`src/rtl/johnson_pkg.sv`:
```
// johnson_pkg: shared state encoding, direction constants and ring-code legality check
package johnson_pkg;
  typedef enum logic [1:0] {
    IDLE  = 2'd0,
    RUN   = 2'd1,
    FAULT = 2'd2
  } state_t;
  localparam logic DIR_FWD = 1'b0;
  localparam logic DIR_REV = 1'b1;
  // A Johnson code has at most one boundary between adjacent bits; w is the live ring width.
  function automatic logic is_legal_johnson(input logic [31:0] q, input int w);
    int n;
    n = 0;
    for (int i = 0; i < 31; i++)
      if (i < w - 1 && q[i] != q[i+1]) n++;
    return n <= 1;
  endfunction
endpackage

```
`src/rtl/johnson_ring_core.sv`:
```
// johnson_ring_core: Johnson ring register with forward/reverse stepping
//   clk, rst (async, active-high) | step_en: advance one phase | dir: DIR_FWD/DIR_REV
//   clear: synchronous return to all-zeros (wins over step) | q: ring state | q_bar: ~q
module johnson_ring_core
  import johnson_pkg::*;
#(
  parameter int WIDTH = 4
) (
  input  logic             clk,
  input  logic             rst,
  input  logic             step_en,
  input  logic             dir,
  input  logic             clear,
  output logic [WIDTH-1:0] q,
  output logic [WIDTH-1:0] q_bar
);
  always_ff @(posedge clk or posedge rst)
    if (rst) q <= '0;
    else if (clear) q <= '0;
    else if (step_en) q <= (dir == DIR_REV) ? {q[WIDTH-2:0], ~q[WIDTH-1]} : {~q[0], q[WIDTH-1:1]};
  assign q_bar = ~q;
endmodule

```
`src/rtl/johnson_seq_ctrl.sv`:
```
// johnson_seq_ctrl: programmable Johnson-ring sequencer with illegal-code recovery
//   clk, rst (async, active-high) | start, stop: host control | dir, step_count, div: latched at start
//   q, q_bar: ring phases | busy: in RUN | done: one-cycle completion pulse | err: sticky illegal-code flag
module johnson_seq_ctrl
  import johnson_pkg::*;
#(
  parameter int WIDTH = 4,
  parameter int CNT_W = 8,
  parameter int DIV_W = 4
) (
  input  logic             clk,
  input  logic             rst,
  input  logic             start,
  input  logic             stop,
  input  logic             dir,
  input  logic [CNT_W-1:0] step_count,
  input  logic [DIV_W-1:0] div,
  output logic [WIDTH-1:0] q,
  output logic [WIDTH-1:0] q_bar,
  output logic             busy,
  output logic             done,
  output logic             err
);
  state_t           state;
  logic [DIV_W-1:0] pre;
  logic [DIV_W-1:0] div_l;
  logic [CNT_W-1:0] rem;
  logic             dir_l;
  logic             legal;
  logic             step_en;
  assign legal   = is_legal_johnson(32'(q), WIDTH);
  // stop and an illegal code both suppress the step due this edge
  assign step_en = legal && state == RUN && !stop && pre == '0;
  johnson_ring_core #(.WIDTH(WIDTH)) u_core (
    .clk(clk), .rst(rst), .step_en(step_en), .dir(dir_l), .clear(!legal), .q(q), .q_bar(q_bar)
  );
  always_ff @(posedge clk or posedge rst)
    if (rst) begin
      state <= IDLE;
      pre   <= '0;
      div_l <= '0;
      rem   <= '0;
      dir_l <= DIR_FWD;
      busy  <= 1'b0;
      done  <= 1'b0;
      err   <= 1'b0;
    end else if (!legal) begin
      state <= FAULT;
      busy  <= 1'b0;
      done  <= 1'b0;
      err   <= 1'b1;
    end else begin
      done <= 1'b0;
      if (state == RUN) begin
        if (stop) begin
          state <= IDLE;
          busy  <= 1'b0;
        end else if (pre == '0) begin
          pre <= div_l;
          rem <= rem - 1'b1;
          if (rem == 1) begin
            state <= IDLE;
            busy  <= 1'b0;
            done  <= 1'b1;
          end
        end else pre <= pre - 1'b1;
      end else if (start && !stop) begin
        dir_l <= dir;
        div_l <= div;
        pre   <= div;
        err   <= 1'b0;
        if (step_count == '0) begin
          state <= IDLE;
          done  <= 1'b1;
        end else begin
          state <= RUN;
          busy  <= 1'b1;
          rem   <= step_count;
        end
      end
    end
endmodule

```
`config.mk`:
```
export PLATFORM = sky130hd
export DESIGN_NAME = johnson_seq_ctrl
export DESIGN_NICKNAME = d
export VERILOG_FILES = /design/src/rtl/johnson_pkg.sv /design/src/rtl/johnson_ring_core.sv /design/src/rtl/johnson_seq_ctrl.sv
export SDC_FILE = /design/constraint.sdc
export NUM_CORES = 1
export LEC_CHECK = 0
export BUFFER_PORTS_ARGS = -buffer_cell sky130_fd_sc_hd__buf_2
export CORE_ASPECT_RATIO = 0.8
export CORE_MARGIN = 1
export CORE_UTILIZATION = 55
export DETAILED_ROUTE_END_ITERATION = 12
export GPL_ROUTABILITY_DRIVEN = 0
export PLACE_DENSITY = 0.79
export SKIP_CTS_REPAIR_TIMING = 1
export SLEW_MARGIN = 20
export SYNTH_ARGS = -nofsm -noshare
export SYNTH_HDL_FRONTEND = slang
export SYNTH_SLANG_ARGS = --single-unit
```
`constraint.sdc`:
```
create_clock -name clk -period 2.9 [get_ports clk]
set_input_delay 0.29 -clock clk [delete_from_list [all_inputs] [get_ports clk]]
set_output_delay 0.29 -clock clk [all_outputs]
set_load 0.02 [all_outputs]
```
* Yosys cells after proc, flatten, opt, wreduce, memory -nomap -nowiden
Cells that the tools add are included.
Storage, ports and cells: flip-flop bits (word level) 26, bits in latches 0, RAM bits 0, ROM bits 0, input port bits 17, output and inout bits 11, logic and storage cells 86, memories 0
Cells by class: $add $sub $neg 4, $mul 0, divide/modulo/power cells 0, magnitude comparators 1, eq/ne operators 15, shift-type cells 0, muxes and demuxes 39, bitwise logic cells 4, reductions and logical operators 14
Operators by type and width (number):
- 2-to-1 mux 32 bit | 2
- 2-to-1 mux 8 bit | 5
- adder 32 x 2 -> 32 bit, second input constant | 1
- less-or-equal comparator 32 x 2 -> 1 bit, second input constant | 1
- 2-to-1 mux 4 bit | 7
- 2-to-1 mux 1 bit | 19
- 2-to-1 mux 2 bit | 6
- AND reduction 3 bit | 3
- == test 8 x 1 -> 1 bit, second input constant | 1
- logical NOT 8 bit | 1
- inequality test 4 x 3 -> 1 bit, second input constant | 2
- subtractor 8 x 1 -> 8 bit, second input constant | 1
- inequality test 2 x 1 -> 1 bit, second input constant | 3
- inequality test 2 bit, second input constant | 3
- AND reduction 5 bit | 1
- logical AND 1 bit | 4
- logical NOT 4 bit | 1
- NOT 4 bit | 1
- AND reduction 4 bit | 1
- subtractor 4 x 1 -> 4 bit, second input constant | 1
- inequality test 1 bit | 3
- inequality test 3 x 1 -> 1 bit, second input constant | 1
- inequality test 3 bit, second input constant | 1
- NOT 1 bit | 3
- 5 further kinds | 5

* Logic depth before layout (Yosys ltp)
depth after elaboration 12, mapped depth 9

* Cells and area by module
A second synthesis with hierarchy kept.
Second synthesis, totals: cell total of the unflattened synthesis 175, area, all modules 1609.0 µm²
Modules (own cells, without submodules):
- johnson_seq_ctrl | instances 1, cells each 151, area each 1387.6 µm², sequential area each 550.5 µm²
- johnson_ring_core | instances 1, cells each 24, area each 221.5 µm², sequential area each 100.1 µm²

* Least setup slack after synthesis
Ideal clock, no wire load.
path type register -> register, start reg u_core.q[1], end reg dir_l, library setup time 125 ps, arrival 2158 ps, data required time 2775 ps, setup slack 617 ps, stages on the path, launching flop included 10, buffers on the path 2, clock period less this slack 2283 ps, cell sequence dfrtp_1 > clkbuf_1 > xor2_1 > inv_1 > ha_1 > o21a_1 > o21bai_4 > nand2b_4 > buf_6 > mux2_4
Between the ends: word-level cells in the longest chain between the ends 8, elaborated cells between the ends (all ways) 9, those cells by class add/sub (2); order compare (1); eq/ne (2); mux (3); reduce/logical (1)
Ends and longest elaborated chain:
- start, declared | RTL line johnson_ring_core.sv:14 | output logic [WIDTH-1:0] q,
- start signal, assigned | RTL line johnson_ring_core.sv:20 | else if (step_en) q <= (dir == DIR_REV) ? {q[WIDTH-2:0], ~q[WIDTH-1]} : {~q[0], q[WIDTH-1:1]};
- inequality test 1 bit | RTL line johnson_pkg.sv:15 | if (i < w - 1 && q[i] != q[i+1]) n++;
- 2-to-1 mux 1 bit | RTL line johnson_pkg.sv:15
- adder 1 x 1 -> 2 bit | RTL line johnson_pkg.sv:15
- 2-to-1 mux 32 bit (*) | RTL line johnson_pkg.sv:15
- adder 32 x 2 -> 32 bit | RTL line johnson_pkg.sv:15
- 2-to-1 mux 32 bit (*) | RTL line johnson_pkg.sv:15
- less-or-equal comparator 32 x 2 -> 1 bit (*) | RTL line johnson_pkg.sv:16 | return n <= 1;
- AND reduction 3 bit (no source line) (*)
- end signal, assigned | RTL line johnson_seq_ctrl.sv:68 | dir_l <= dir;
- end, declared | RTL line johnson_seq_ctrl.sv:28 | logic dir_l;
Mark *: on every way between the ends. The rest lies on a longest branch, timed or not. A chain may end at the register's enable or synchronous reset.

* Final worst setup path
start reg u_core.q[1], end reg pre[0]
Between the ends: word-level cells in the longest chain between the ends 8, elaborated cells between the ends (all ways) 9, those cells by class add/sub (2); order compare (1); eq/ne (2); mux (3); reduce/logical (1)
Ends and longest elaborated chain:
- inequality test 1 bit | RTL line johnson_pkg.sv:15
- 2-to-1 mux 1 bit | RTL line johnson_pkg.sv:15
- adder 1 x 1 -> 2 bit | RTL line johnson_pkg.sv:15
- 2-to-1 mux 32 bit (*) | RTL line johnson_pkg.sv:15
- adder 32 x 2 -> 32 bit | RTL line johnson_pkg.sv:15
- 2-to-1 mux 32 bit (*) | RTL line johnson_pkg.sv:15
- less-or-equal comparator 32 x 2 -> 1 bit (*) | RTL line johnson_pkg.sv:16
- AND reduction 3 bit (no source line) (*)
- end signal, assigned | RTL line johnson_seq_ctrl.sv:59 | pre <= div_l;
- end signal, assigned | RTL line johnson_seq_ctrl.sv:66 | end else pre <= pre - 1'b1;
- end signal, assigned | RTL line johnson_seq_ctrl.sv:70 | pre <= div;
- end, declared | RTL line johnson_seq_ctrl.sv:25 | logic [DIV_W-1:0] pre;
Marks and branches as above.

==> metrics.md <==
| Metric | Value |
|---|---|
| DRT antenna net count | `0` |
| Internal power | `1.04 mW` |
| CTS Buffer Depth | `2` |
| I/O Pins | `28` |
| Via density | `5.71` |
| Post-Route Skew | `0.00989 ns` |
| VDD IR max | `0.000725 V` |
| Root buffer cell | `clkbuf_4` |
| Nets | `225` |
| Die ar. | `3120 sq um` |
| Fillers | `237` |
| Max Slew Vio Count | `0` |
| All-Layer GR Usage | `23.1%` |
| Hold Path Class | `in -> async` |
| Crit end category | `flip-flop` |
| Worst Path Max Fanout | `12` |
| Cells on worst reg2reg path | `7` |
| Met3 routed WL | `148 microns` |
| Max layer used | `met4` |
| CORE AREA | `2770 sq um` |
| Drt wl/cell | `14.0 microns` |
| Fin area | `1800 sq um` |
| Pin count of the biggest net entering global routing | `27` |
| Critical Path RT | `3.13 ns` |
| Fmax | `434 MHz` |
| Sink Count | `26` |
| Syn avg cell area | `8.96 sq um` |
| Vias in the first global route | `1,307` |
| Reg2reg setup slack | `0.60 ns` |
| Synth Flop Type | `dfrtp_1` |
| Mapped Area | `1600 sq um` |
| Synthesized instance count | `178` |
| Width of the die | `62.2 microns` |
| Multi-input logic area | `833 sq um` |
| Share of cells above drive strength 1 | `22.8%` |
| Clk Latency, worst-skew pair | `0.32 ns` |
| DP Wirelength | `2510 microns` |
| N_diodes | `0` |
| CP Data Arrival Time | `2.54 ns` |
| Clock transition at path regs | `0.15 ns` |
| Area grow syn2layout | `12.7%` |
| DRC viols | `0` |
| Residual overflow from global routing | `0` |
| Number of I/O port buffers | `27` |
| Final setup fails | `0` |
| Hold Violations, Final | `0` |
| First-pass GRT wire length | `5750 microns` |
| CTS tree | `built` |
| Status | `finished, final reports clean` |
| First-pass DRT Iterations | `4` |
| Max Cap Violations | `0` |
| Reg2reg end | `pre[0]$_DFFE_PP0P_` |
| CTS H-Tree Depth | `1` |
| Setup TNS | `0 ns` |
| FF-to-FF Start | `u_core.q[1]$_DFFE_PP0P_` |
| RSZ-0062 raised after global routing | `false` |
| Clock Power Share | `13.5%` |
| Initial DRC Count | `92` |
| Sequential share of the synthesized area | `40.8%` |
| Synthesis Warnings | `0` |
| Met2 WL post-DR | `1550 microns` |
| Ys async rst share | `100%` |
| Post-synth EDFFs | `0` |
| WL final | `3360 microns` |
| P_sw | `0.788 mW` |
| Initial antenna violation count | `0` |
| Relative slew margins | `38.3%` |
| Nature of the critical path startpoint | `flip-flop` |
| #FFs+latches synth | `26` |
| Final worst path period share | `79.4%` |
| Post-route core utilization | `65.0%` |
| Slew @ Worst Pin | `0.921 ns` |
| Number of buffers created by CTS | `3` |
| Rows | `17` |
| Initial Util | `57.7%` |
| Tmin final | `2.30 ns` |
| Seq pwr share | `37.7%` |
| Sw frac | `43.0%` |
| Critical path class | `reg -> reg` |
| Die H | `50.2 microns` |
| PwrDens | `1020 nW/um^2` |
| Power Total | `1.83 mW` |
| Met1 WL | `1640 microns` |
| Leak | `0.822 nW` |
| Syn Nets | `200` |
| Final hold slack | `0.0219 ns` |
| Placed cell area | `1750 sq um` |
| Logic gate share of total power | `48.7%` |
| Cell variety after synth | `44` |
| Vias | `1,370` |
| Sequential Area | `651 sq um` |
-- cell usage after synthesis (2+ instances only) --
cell type / number / area share [%]
a211oi_1: 4 / 1.9
a21oi_1: 18 / 5.6
a22o_1: 2 / 1.1
buf_2: 2 / 0.63
clkbuf_1: 4 / 0.94
dfrtp_1: 26 / 41
ha_1: 5 / 3.9
inv_1: 17 / 4.0
mux2_4: 5 / 4.7
mux2i_1: 3 / 1.9
nand2_1: 16 / 3.8
nand3_1: 7 / 2.2
nor2_1: 16 / 3.8
nor3_1: 5 / 1.6
nor3b_1: 2 / 0.94
o211ai_1: 2 / 0.94
o21a_1: 3 / 1.4
o21ai_0: 13 / 4.1
o32ai_1: 2 / 1.1
or4_1: 2 / 0.94
-- placed cells by master (no fill, tap or decap), types with 3 or more instances in the layout --
cell type / n
nor2_1: 16
inv_1: 16
nand2_1: 16
mux2i_1: 3
o21ai_0: 13
a211oi_1: 4
dfrtp_1: 26
buf_2: 27
nor3_1: 5
o21a_1: 3
mux2_4: 5
ha_1: 5
clkbuf_4: 3
a21oi_1: 18
nand3_1: 7
-- worst max path at each step --
stage,slack (ns),to,start,cells past startpoint
floorplan,0.62,dir_l$_DFFE_PP0P_,u_core.q[1]$_DFFE_PP0P_,9
global placement,0.69,pre[0]$_DFFE_PP0P_,u_core.q[2]$_DFFE_PP0P_,7
detailed placement,0.62,pre[0]$_DFFE_PP0P_,u_core.q[2]$_DFFE_PP0P_,7
CTS,0.60,pre[0]$_DFFE_PP0P_,u_core.q[2]$_DFFE_PP0P_,7
global route,0.41,pre[0]$_DFFE_PP0P_,u_core.q[2]$_DFFE_PP0P_,7
finish,0.60,pre[0]$_DFFE_PP0P_,u_core.q[1]$_DFFE_PP0P_,7
-- power by group through the flow --
stage                     clock network [mW]  registers (mW)  logic (mW)
after floorplan                            0           0.667       0.703
after global placement                     0           0.686       0.849
after detailed placement                   0           0.695       0.879
after CTS                              0.259           0.687       0.888
after global routing                   0.270           0.718       0.993
final                                  0.248           0.691       0.893
-- cell type report --
| cell class | instances | share of cell area (%) |
|---|---|---|
| timing repair buffer | 29 | 8.35 |
| clock inverter | 1 | 1.67 |
| inverter | 17 | 3.55 |
| clock buffer | 3 | 1.25 |
| multi-input combinational | 126 | 46.3 |
| tap | 38 | 2.64 |
| sequential | 26 | 36.2 |
-- flip-flops by register name, indices dropped and copies added, names as in the netlist --
name,flops
done,1
pre,4
div_l,4
dir_l,1
state,2
rem,8
busy,1
u_core.q,4
err,1
-- critical path, cell delays in order, from the launching register on --
cell	delay [ns]
dfrtp_1	0.51
xor2_1	0.21
inv_1	0.06
ha_1	0.28
o21a_1	0.22
nor2_1	0.60
nand2_1	0.11
a22o_1	0.21
-- logic make-up (layout without fill, tap and decap cells) --
group | after synthesis | in the layout | share of synthesized area, %
buffers and inverters | 26 | 50 | 6.98
DFF | 26 | 26 | 40.8
adders and majority gates | 5 | 5 | 3.92
and+or+nand+nor | 55 | 55 | 17.0
AOI/OAI and AO/OA | 55 | 55 | 22.6
xor gates and xnor gates | 3 | 3 | 2.12
muxes | 8 | 8 | 6.59
-- per-layer routing --
| layer | GRT usage, % | up-vias |
|---|---|---|
| li1 | - | 675 |
| met1 | 32.3 | 659 |
| met2 | 36.8 | 34 |
| met3 | 5.45 | 2 |
| met4 | 5.04 | 0 |
| met5 | 0 | - |
-- per-stage QoR --
step / worst slack [ns] / std cells
finish: 0.597 / 240
global route: 0.407 / 240
CTS: 0.600 / 240
detailed placement: 0.623 / 236
global placement: 0.689 / 236
floorplan: 0.617 / 178
Power figures use the tool's default switching activity.
